<file path="config.mk">
export PLATFORM = sky130hd
export DESIGN_NAME = uart_bus_bridge_flat
export DESIGN_NICKNAME = d
export VERILOG_FILES = /design/src/rtl/uart_bus_bridge_pkg.sv /design/src/rtl/uart_bus_bridge_if.sv /design/src/rtl/uart_bus_bridge_timeout_counter.sv /design/src/rtl/uart_bus_bridge.sv /design/src/flat_wrapper.sv
export SDC_FILE = /design/constraint.sdc
export NUM_CORES = 1
export LEC_CHECK = 0
export CAP_MARGIN = 20
export CORE_MARGIN = 2
export CORE_UTILIZATION = 51
export CTS_BUF_LIST = sky130_fd_sc_hd__clkbuf_8 sky130_fd_sc_hd__clkbuf_16
export CTS_CLUSTER_DIAMETER = 30
export DETAILED_ROUTE_END_ITERATION = 12
export MAX_ROUTING_LAYER = met4
export PLACE_DENSITY = 0.82
export SETUP_SLACK_MARGIN = 0.02
export SLEW_MARGIN = 40
export SYNTH_ARGS = -nofsm -noshare
export SYNTH_HDL_FRONTEND = slang
export SYNTH_SLANG_ARGS = --single-unit
</file>
<file path="constraint.sdc">
create_clock -name clk -period 2.1 [get_ports clk]
set_clock_uncertainty 0.05 [all_clocks]
set_input_delay 0.42 -clock clk [delete_from_list [all_inputs] [get_ports clk]]
set_output_delay 0.42 -clock clk [all_outputs]
set_load 0.03 [all_outputs]
</file>
<file path="src/rtl/uart_bus_bridge_pkg.sv">
// Shared types and constants for the UART-driven data-bus bridge.
package uart_bridge_pkg;

    typedef enum logic [2:0] {
        ST_IDLE,
        ST_ADDR,
        ST_DATA,
        ST_REQ,
        ST_WRITE,
        ST_RDWAIT,
        ST_RESP
    } state_t;

    localparam logic [7:0] OP_WRITE = 8'h57;
    localparam logic [7:0] OP_READ  = 8'h52;
    localparam logic [7:0] RSP_OK   = 8'h4B;
    localparam logic [7:0] RSP_ERR  = 8'h3F;

    localparam int unsigned ADDR_BYTES     = 4;
    localparam int unsigned DATA_BYTES     = 4;
    localparam int unsigned RD_REPLY_BYTES = 4;
    localparam int unsigned ACK_BYTES      = 1;

    function automatic logic is_opcode(input logic [7:0] b);
        return (b == OP_WRITE) || (b == OP_READ);
    endfunction

endpackage

</file>
<file path="src/rtl/uart_bus_bridge_if.sv">
// UART byte streams plus the data-bus side of the bridge.
interface uart_bus_bridge_if;
    logic [7:0]  rx_data_i;
    logic        rx_valid_i;
    logic [7:0]  tx_data_o;
    logic        tx_valid_o;
    logic        tx_ready_i;
    logic        bus_req_o;
    logic        bus_gnt_i;
    logic [31:0] bus_addr_o;
    logic [31:0] bus_wdata_o;
    logic        bus_we_o;
    logic [31:0] bus_rdata_i;
    logic        busy_o;
    logic        overrun_o;

    modport master (
        input  rx_data_i, rx_valid_i, tx_ready_i, bus_gnt_i, bus_rdata_i,
        output tx_data_o, tx_valid_o, bus_req_o, bus_addr_o, bus_wdata_o,
        output bus_we_o, busy_o, overrun_o
    );

    modport slave (
        output rx_data_i, rx_valid_i, tx_ready_i, bus_gnt_i, bus_rdata_i,
        input  tx_data_o, tx_valid_o, bus_req_o, bus_addr_o, bus_wdata_o,
        input  bus_we_o, busy_o, overrun_o
    );
endinterface

</file>
<file path="src/rtl/uart_bus_bridge_timeout_counter.sv">
// Inter-byte idle counter with clear/load/enable and a terminal-count flag.
module bridge_timeout_counter #(
    parameter int unsigned WIDTH    = 17,
    parameter int unsigned TERMINAL = 99999
) (
    input  logic             clk,
    input  logic             reset,
    input  logic             load,
    input  logic [WIDTH-1:0] load_val,
    input  logic             clear,
    input  logic             enable,
    output logic             terminal_c
);

    logic [WIDTH-1:0] count;

    always_ff @(posedge clk) begin
        if (reset || clear) begin
            count <= '0;
        end else if (load) begin
            count <= load_val;
        end else if (enable) begin
            count <= count + WIDTH'(1);
        end
    end

    assign terminal_c = (count == WIDTH'(TERMINAL));

endmodule

</file>
<file path="src/rtl/uart_bus_bridge.sv">
// Frame parser, single-access bus initiator and reply serializer for a UART host.
module uart_bus_bridge
    import uart_bridge_pkg::*;
#(
    parameter int unsigned TIMEOUT_CYCLES = 100000,
    parameter int unsigned READ_LATENCY   = 1
) (
    input  logic              clk,
    input  logic              reset,
    uart_bus_bridge_if.master bif
);

    localparam int unsigned TO_W  = (TIMEOUT_CYCLES > 2) ? $clog2(TIMEOUT_CYCLES) : 1;
    localparam int unsigned LAT_W = 2;

    state_t             state;
    logic               is_write;
    logic [1:0]         byte_cnt;
    logic [31:0]        addr;
    logic [31:0]        wdata;
    logic [31:0]        reply;
    logic [2:0]         reply_left;
    logic [LAT_W-1:0]   lat_cnt;
    logic               bus_req;
    logic               bus_we;
    logic               tx_valid;
    logic               busy;
    logic               overrun;
    logic               in_frame_c;
    logic               timeout_c;
    logic               dropping_c;

    assign in_frame_c = (state == ST_ADDR) || (state == ST_DATA);
    assign dropping_c = (state == ST_REQ) || (state == ST_WRITE) ||
                        (state == ST_RDWAIT) || (state == ST_RESP);

    // Idle time only matters while a frame is partially received.
    bridge_timeout_counter #(
        .WIDTH    (TO_W),
        .TERMINAL (TIMEOUT_CYCLES - 1)
    ) u_timeout (
        .clk        (clk),
        .reset      (reset),
        .load       (1'b0),
        .load_val   (TO_W'(0)),
        .clear      (bif.rx_valid_i || !in_frame_c),
        .enable     (in_frame_c),
        .terminal_c (timeout_c)
    );

    always_ff @(posedge clk) begin
        if (reset) begin
            state      <= ST_IDLE;
            is_write   <= 1'b0;
            byte_cnt   <= 2'd0;
            addr       <= 32'h0;
            wdata      <= 32'h0;
            reply      <= 32'h0;
            reply_left <= 3'd0;
            lat_cnt    <= '0;
            bus_req    <= 1'b0;
            bus_we     <= 1'b0;
            tx_valid   <= 1'b0;
            busy       <= 1'b0;
            overrun    <= 1'b0;
        end else begin
            if (bif.rx_valid_i && dropping_c) begin
                overrun <= 1'b1;
            end
            case (state)
                ST_IDLE: begin
                    if (bif.rx_valid_i) begin
                        busy <= 1'b1;
                        if (is_opcode(bif.rx_data_i)) begin
                            is_write <= (bif.rx_data_i == OP_WRITE);
                            byte_cnt <= 2'd0;
                            state    <= ST_ADDR;
                        end else begin
                            reply      <= {RSP_ERR, 24'h000000};
                            reply_left <= 3'(ACK_BYTES);
                            tx_valid   <= 1'b1;
                            state      <= ST_RESP;
                        end
                    end
                end
                ST_ADDR: begin
                    if (bif.rx_valid_i) begin
                        addr     <= {addr[23:0], bif.rx_data_i};
                        byte_cnt <= byte_cnt + 2'd1;
                        if (byte_cnt == 2'(ADDR_BYTES - 1)) begin
                            byte_cnt <= 2'd0;
                            if (is_write) begin
                                state <= ST_DATA;
                            end else begin
                                state   <= ST_REQ;
                                bus_req <= 1'b1;
                            end
                        end
                    end else if (timeout_c) begin
                        state <= ST_IDLE;
                        busy  <= 1'b0;
                    end
                end
                ST_DATA: begin
                    if (bif.rx_valid_i) begin
                        wdata    <= {wdata[23:0], bif.rx_data_i};
                        byte_cnt <= byte_cnt + 2'd1;
                        if (byte_cnt == 2'(DATA_BYTES - 1)) begin
                            byte_cnt <= 2'd0;
                            state    <= ST_REQ;
                            bus_req  <= 1'b1;
                        end
                    end else if (timeout_c) begin
                        state <= ST_IDLE;
                        busy  <= 1'b0;
                    end
                end
                ST_REQ: begin
                    if (bif.bus_gnt_i) begin
                        if (is_write) begin
                            bus_we <= 1'b1;
                            state  <= ST_WRITE;
                        end else begin
                            lat_cnt <= '0;
                            state   <= ST_RDWAIT;
                        end
                    end
                end
                ST_WRITE: begin
                    bus_we     <= 1'b0;
                    bus_req    <= 1'b0;
                    reply      <= {RSP_OK, 24'h000000};
                    reply_left <= 3'(ACK_BYTES);
                    tx_valid   <= 1'b1;
                    state      <= ST_RESP;
                end
                ST_RDWAIT: begin
                    // Read data is sampled in the last counted latency cycle.
                    if (lat_cnt == LAT_W'(READ_LATENCY - 1)) begin
                        reply      <= bif.bus_rdata_i;
                        reply_left <= 3'(RD_REPLY_BYTES);
                        bus_req    <= 1'b0;
                        tx_valid   <= 1'b1;
                        state      <= ST_RESP;
                    end else begin
                        lat_cnt <= lat_cnt + LAT_W'(1);
                    end
                end
                ST_RESP: begin
                    if (bif.tx_ready_i) begin
                        if (reply_left == 3'd1) begin
                            reply      <= 32'h0;
                            reply_left <= 3'd0;
                            tx_valid   <= 1'b0;
                            busy       <= 1'b0;
                            state      <= ST_IDLE;
                        end else begin
                            reply      <= {reply[23:0], 8'h00};
                            reply_left <= reply_left - 3'd1;
                        end
                    end
                end
                default: begin
                    state    <= ST_IDLE;
                    bus_req  <= 1'b0;
                    bus_we   <= 1'b0;
                    tx_valid <= 1'b0;
                    busy     <= 1'b0;
                end
            endcase
        end
    end

    assign bif.tx_data_o   = reply[31:24];
    assign bif.tx_valid_o  = tx_valid;
    assign bif.bus_req_o   = bus_req;
    assign bif.bus_addr_o  = addr;
    assign bif.bus_wdata_o = wdata;
    assign bif.bus_we_o    = bus_we;
    assign bif.busy_o      = busy;
    assign bif.overrun_o   = overrun;

endmodule

</file>
<file path="src/flat_wrapper.sv">
// flat-port wrapper written by rule: the top's interface ports become plain ports
module uart_bus_bridge_flat import uart_bridge_pkg::*;
#(
    parameter int unsigned TIMEOUT_CYCLES = 100000,
    parameter int unsigned READ_LATENCY   = 1
)
  (clk, reset, bif_rx_data_i, bif_rx_valid_i, bif_tx_ready_i, bif_bus_gnt_i, bif_bus_rdata_i, bif_tx_data_o, bif_tx_valid_o, bif_bus_req_o, bif_bus_addr_o, bif_bus_wdata_o, bif_bus_we_o, bif_busy_o, bif_overrun_o);
  uart_bus_bridge_if bif_i ();
  input  logic clk;
  input  logic reset;
  input wire logic [$bits(bif_i.rx_data_i)-1:0] bif_rx_data_i;
  input wire logic [$bits(bif_i.rx_valid_i)-1:0] bif_rx_valid_i;
  input wire logic [$bits(bif_i.tx_ready_i)-1:0] bif_tx_ready_i;
  input wire logic [$bits(bif_i.bus_gnt_i)-1:0] bif_bus_gnt_i;
  input wire logic [$bits(bif_i.bus_rdata_i)-1:0] bif_bus_rdata_i;
  output wire logic [$bits(bif_i.tx_data_o)-1:0] bif_tx_data_o;
  output wire logic [$bits(bif_i.tx_valid_o)-1:0] bif_tx_valid_o;
  output wire logic [$bits(bif_i.bus_req_o)-1:0] bif_bus_req_o;
  output wire logic [$bits(bif_i.bus_addr_o)-1:0] bif_bus_addr_o;
  output wire logic [$bits(bif_i.bus_wdata_o)-1:0] bif_bus_wdata_o;
  output wire logic [$bits(bif_i.bus_we_o)-1:0] bif_bus_we_o;
  output wire logic [$bits(bif_i.busy_o)-1:0] bif_busy_o;
  output wire logic [$bits(bif_i.overrun_o)-1:0] bif_overrun_o;
  assign bif_i.rx_data_i = bif_rx_data_i;
  assign bif_i.rx_valid_i = bif_rx_valid_i;
  assign bif_i.tx_ready_i = bif_tx_ready_i;
  assign bif_i.bus_gnt_i = bif_bus_gnt_i;
  assign bif_i.bus_rdata_i = bif_bus_rdata_i;
  assign bif_tx_data_o = bif_i.tx_data_o;
  assign bif_tx_valid_o = bif_i.tx_valid_o;
  assign bif_bus_req_o = bif_i.bus_req_o;
  assign bif_bus_addr_o = bif_i.bus_addr_o;
  assign bif_bus_wdata_o = bif_i.bus_wdata_o;
  assign bif_bus_we_o = bif_i.bus_we_o;
  assign bif_busy_o = bif_i.busy_o;
  assign bif_overrun_o = bif_i.overrun_o;
  uart_bus_bridge #(.TIMEOUT_CYCLES(TIMEOUT_CYCLES), .READ_LATENCY(READ_LATENCY)) u_core (.clk(clk), .reset(reset), .bif(bif_i));
endmodule
</file>
==> Word level (Yosys, flattened, before mapping) <==
Index checks and enable logic that the tools add are counted.
{ "op_classes": {"n_addsub": 4, "n_eq_ne": 31, "n_mux": 55, "n_bitwise": 4, "n_reduce_logical": 30} }
{ "op_table": {"columns": ["cell", "n"], "rows": [
  ["$mux W32", 5],
  ["$pmux W32 S4", 1],
  ["$mux W3", 16],
  ["$ne A2 B2 Y1 const B", 14],
  ["$pmux W3 S7", 1],
  ["$mux W1", 18],
  ["$add A17 B1 Y17 const B", 1],
  ["$eq A17 B17 Y1 const B", 1],
  ["$eq A8 B7 Y1 const B", 2],
  ["$mux W2", 7],
  ["$reduce_and A7 Y1", 2],
  ["$pmux W3 S4", 1],
  ["$reduce_and A6 Y1", 2],
  ["$eq A3 B3 Y1 const B", 3],
  ["$reduce_or A3 Y1", 3],
  ["$ne A2 B1 Y1 const B", 4],
  ["$pmux W1 S4", 2],
  ["$pmux W2 S2", 2],
  ["$reduce_and A4 Y1", 2],
  ["$logic_or A1 B1 Y1", 7],
  ["$eq A3 B1 Y1 const B", 2],
  ["$eq A3 B2 Y1 const B", 2],
  ["$ne A3 B3 Y1 const B", 2],
  ["$reduce_and A3 Y1", 2],
  ["16 further kinds", 22]
]} }
{ "word_totals": {"ff_bits": 129, "output_inout_bits": 77, "wordCells": 138} }

==> Logic depth before layout (Yosys ltp) <==
{ "depth": {"word_depth": 5, "ltp_mapped": 9} }

==> Hierarchy <==
From an unflattened synthesis, not the netlist that was laid out.
{ "unflattened": {"cells_unflattened": 707, "hier_area_um2": 5619.1} }
{ "modules_own_cells": {"columns": ["module", "n_inst", "cells_per_inst", "area_per_inst_um2", "seq_area_each_um2"], "rows": [
  ["uart_bus_bridge", 1, 584, 4649.5, 2242.2],
  ["bridge_timeout_counter", 1, 123, 969.7, 340.3]
]} }

==> Least setup slack after synthesis <==
Ideal clock, no wire load.
{ "synth_path": {"kind": "reg2reg", "startpoint": "register u_core.lat_cnt[0]", "endpoint": "register u_core.reply_left[2]", "t_arrival_ps": 1683, "required_ps": 1918, "setup_slack_ps": 235, "stages_incl_launch_ff": 10, "synth_period_minus_slack_ps": 1865, "path_cell_list": "dfxtp_1 -> inv_1 -> ha_1 -> nor3b_1 -> a211oi_2 -> o21a_1 -> buf_4 -> buf_4 -> o21ai_0 -> a21oi_1"} }
{ "synth_between": {"elab_chain_len": 3} }
{ "synth_lines": {"columns": ["element", "line_no", "rtl"], "rows": [
  ["start, declared", "uart_bus_bridge.sv:23", "logic [LAT_W-1:0] lat_cnt;"],
  ["start signal, assigned", "uart_bus_bridge.sv:146", "lat_cnt <= lat_cnt + LAT_W'(1);"],
  ["$logic_not A2 Y1", "uart_bus_bridge.sv:139", "if (lat_cnt == LAT_W'(READ_LATENCY - 1)) begin"],
  ["$ne A2 B2 Y1 (no source line)", null, null],
  ["$reduce_and A5 Y1 (no source line)", null, null],
  ["end signal, assigned", "uart_bus_bridge.sv:133", "reply_left <= 3'(ACK_BYTES);"],
  ["end signal, assigned", "uart_bus_bridge.sv:141", "reply_left <= 3'(RD_REPLY_BYTES);"],
  ["end signal, assigned", "uart_bus_bridge.sv:159", "reply_left <= reply_left - 3'd1;"],
  ["end, declared", "uart_bus_bridge.sv:22", "logic [2:0] reply_left;"]
]} }
No other way between the ends.
A chain may end at the register's enable or synchronous reset.

==> Final worst setup path <==
{ "layout_path": {"startpoint": "register u_core.wdata[14] (netlist: u_core.bif.bus_wdata_o[14])", "endpoint": "output port bif_bus_wdata_o[14]"} }
{ "layout_rtl": {"columns": ["element", "line_no", "rtl"], "rows": [
  ["start, declared", "uart_bus_bridge.sv:20", "logic [31:0] wdata;"],
  ["start signal, assigned", "uart_bus_bridge.sv:106", "wdata <= {wdata[23:0], bif.rx_data_i};"],
  ["end, declared", "flat_wrapper.sv:20", "output wire logic [$bits(bif_i.bus_wdata_o)-1:0] bif_bus_wdata_o;"]
]} }
No word-level cell between the ends.

==> qor.yml <==
outcome:
  status: "complete, no violations"
drt:
  wire_per_inst_um: 15.8
  drt_drc_violations_left: 0
  routed.top_layer: "met4"
  drt-vias-per-instance: 5.60
  route.met3.wl_mm: 1.05
  dr_wl_met2_mm: 7.67
  num_vias: 5398
  wirelength_mm: 15.2
  route.antenna.remaining_nets: 0
  initialDrtViolationCount: 361
  route.layer.met1.wl_mm: 6.27
  firstDrtPassIters: 8
yosys:
  synthArstFlopShare_pct: 0
  syn-num-nets: 737
  ys_types: 55
  syn_area_sq_mm: 0.00552
  syn_avg_cell_area_sq_um: 8.04
  yosysTopAreaCellShare_pct: 46.8
  synthSimpleGateAreaFrac_pct: 24.5
  synthCells: 687
  ys_seq_area_share_pct: 46.8
  synth_area_leaders: "dfxtp_1 47%, nand2_1 11%, a21oi_1 8.2%"
  synthAdderAreaFrac_pct: 1.13
  yosys_warnings: 0
  synth_xor_xnor_area_share_pct: 2.85
  muxShareOfSynthArea_pct: 0.725
  yosysMostFrequentCell: "nand2_1"
  ys_ff_latch: 129
  synth_top_family_by_area: "simple AND/OR/NAND/NOR gates"
  yosysTopAreaCell: "dfxtp_1"
  synth_flop_cell: "dfxtp_1"
  synth_compound_area_share_pct: 17.7
  yosys-top-cells-count: "156 x nand2_1, 129 x dfxtp_1, 91 x a21oi_1"
  synth_edf_count: 0
setup_path:
  arrival_ps: 1580
  critical_path_buf_inv_count: 1
  worstPathMaxFanout: 3
  crit_family: "buffers and inverters"
  path_class: "reg -> out"
  cp_slowest_cell: "clkdlybuf4s50_1"
  crit_chain: "clkdlybuf4s50_1"
  critPathCaptureType: "output pin"
  start_kind: "flop"
  cpPeakStageDelay_ps: 710
  critPathRequiredTime_ps: 1630
cts:
  cts_tree: "built"
  cts_made_buffers: 17
  cts-root-buf: "clkbuf_8"
  clk_latency_ps: 510
  numClockSinks: 129
  cts_hold_buf: 0
  cts.path.max_buffers: 2
  h-tree-depth: 4
  path_clk_slew_ps: 60
power_and_ir_drop:
  p_seq_share_pct: 32.9
  power_leakage_nw: 3.14
  clockPowerShare_pct: 31.4
  p_sw_mw: 3.34
  swShare_pct: 36.0
  p_int_mw: 5.93
  peakVddDrop_mv: 0.738
  pwr_density_cell_mw_per_mm2: 1210
  pwr-share-comb_pct: 35.6
cells_and_area:
  drive_gt1_share_pct: 11.4
  finalNonFillerCells: 964
  area_growth_pct: 39.2
  diodes: 0
  nets: 865
  fillers: 772
timing:
  hold_slack_ps: 401
  hold_violations: 0
  worst_pin_slew_ps: 597
  fin_crit_sh_pct: 97.6
  setup_viol: 0
  maxClockFrequency_ghz: 0.488
  period_needed_ps: 2050
  rsz0062_at_grt: "yes"
  slew_violations: 0
  relSlewSlack_pct: 59.6
hold_path:
  hp-class: "reg -> reg"
floorplan:
  fp-row-count: 37
  core_sq_mm: 0.0104
  dieHeight_um: 108
  ios: 122
  start_util_pct: 53.0
  die_w_um: 108
  die_area_sq_mm: 0.0117
place:
  dp_cells: 930
  globalplace.congestion: 0.896
  hpwlAfterDp_mm: 9.80
  port_buffers: 121
grt:
  grt_overflow: 0
  track_usage_pct: 27.1
  grt_max_degree: 115
  grt_pass1_vias: 5182
  antenna_found_initial: 0
  grt_pass1_wl_mm: 24.7
flow_run:
  maxCapViolCount: 0
-- metal layers --
layer	vias to the layer above	track usage [%]
met4	0	6.23
li1	2609	-
met1	2576	34.5
met5	-	-
met3	21	7.17
met2	192	43.4
-- cell families after synthesis --
logic type / Yosys count
compound gates: 157
simple gates: 306
fa+ha+maj: 5
buf+inv: 68
xor+xnor: 18
mux: 4
flops: 129
-- through the flow --
step / util [%] / cell area (sq um) / power [mW] / worst slack [ps] / TNS, ps
after floorplan: - / 5520 / 5.31 / 235 / 0
after global placement: 67.3 / 7010 / 6.11 / -230 / -8070
after detailed placement: 67.3 / 7010 / 6.22 / -251 / -10640
after CTS: 73.0 / 7600 / 9.16 / 25.3 / 0
after global routing: 73.8 / 7690 / 9.81 / -18.6 / -20.4
final: 73.8 / 7690 / 9.27 / 50.5 / 0
-- power groups by stage --
| stage | sequential (mW) | combinational [mW] | clock [mW] |
|---|---|---|---|
| 6_report | 3.05 | 3.30 | 2.91 |
| 5_1_grt | 3.09 | 3.65 | 3.07 |
| 4_1_cts | 3.05 | 3.18 | 2.93 |
| 3_5_place_dp | 3.09 | 3.12 | 0 |
| 3_3_place_gp | 3.07 | 3.04 | 0 |
| 2_1_floorplan | 3.09 | 2.22 | 0 |
-- path summary, 6_finish.rpt --
| path | startpoint | slack [ps] | end | cells after the start |
|---|---|---|---|---|
| worst max register to register | u_core.state[0] | 130 | u_core.reply_left[2] | 7 |
| worst min register to register | u_core.reply[6] | 400 | u_core.reply[6] | 2 |
| worst min-delay path | u_core.reply[6] | 400 | u_core.reply[6] | 2 |
| worst max-delay path | u_core.bif.bus_wdata_o[14] | 50 | bif_bus_wdata_o[14] | 1 |
-- worst min-delay path, stage by stage (launching register included) --
cell and delay (ps):
dfxtp_1 310, nand2_1 50, a21oi_1 50
-- what timing repair did --
item	in CTS	in global routing
endpoints found under the setup margin	8	37
gates cloned	0	1
buffers inserted	0	1
resized for setup	6	23
pin swaps	0	1
-- cells in the final DEF, fill, tap and decap left out, types with 11 or more instances in the layout --
| cell type | count |
|---|---|
| nand2_1 | 156 |
| dfxtp_1 | 127 |
| clkdlybuf4s50_1 | 94 |
| a21oi_1 | 91 |
| nor2_1 | 58 |
| buf_4 | 42 |
| nor3_1 | 23 |
| nand3_1 | 22 |
| dlymetal6s2s_1 | 22 |
| a221oi_1 | 18 |
| clkbuf_16 | 17 |
| o21ai_0 | 12 |
| xor2_1 | 11 |
-- sequential cells by signal, indices dropped and copies added, names as in the netlist --
name,count
u_core.bif.bus_addr_o,32
u_core.bif.overrun_o,1
u_core.state,3
u_core.reply_left,3
u_core.reply,32
u_core.u_timeout.count,17
u_core.is_write,1
u_core.bif.tx_valid_o,1
u_core.bif.busy_o,1
u_core.lat_cnt,2
u_core.byte_cnt,2
u_core.bif.bus_req_o,1
u_core.bif.bus_we_o,1
u_core.bif.bus_wdata_o,32
-- layout make-up --
type                       instances  area [sq um]  area share [%]
clock buffer                      17           414            5.39
tap                              136           170            2.21
timing repair buffer             169          1710            22.3
clock inverter                    15           174            2.26
inverter                           8          30.0           0.391
multi-input combinational        490          2600            33.9
sequential                       129          2580            33.6
Note: power is estimated with default switching activity, not from simulation.
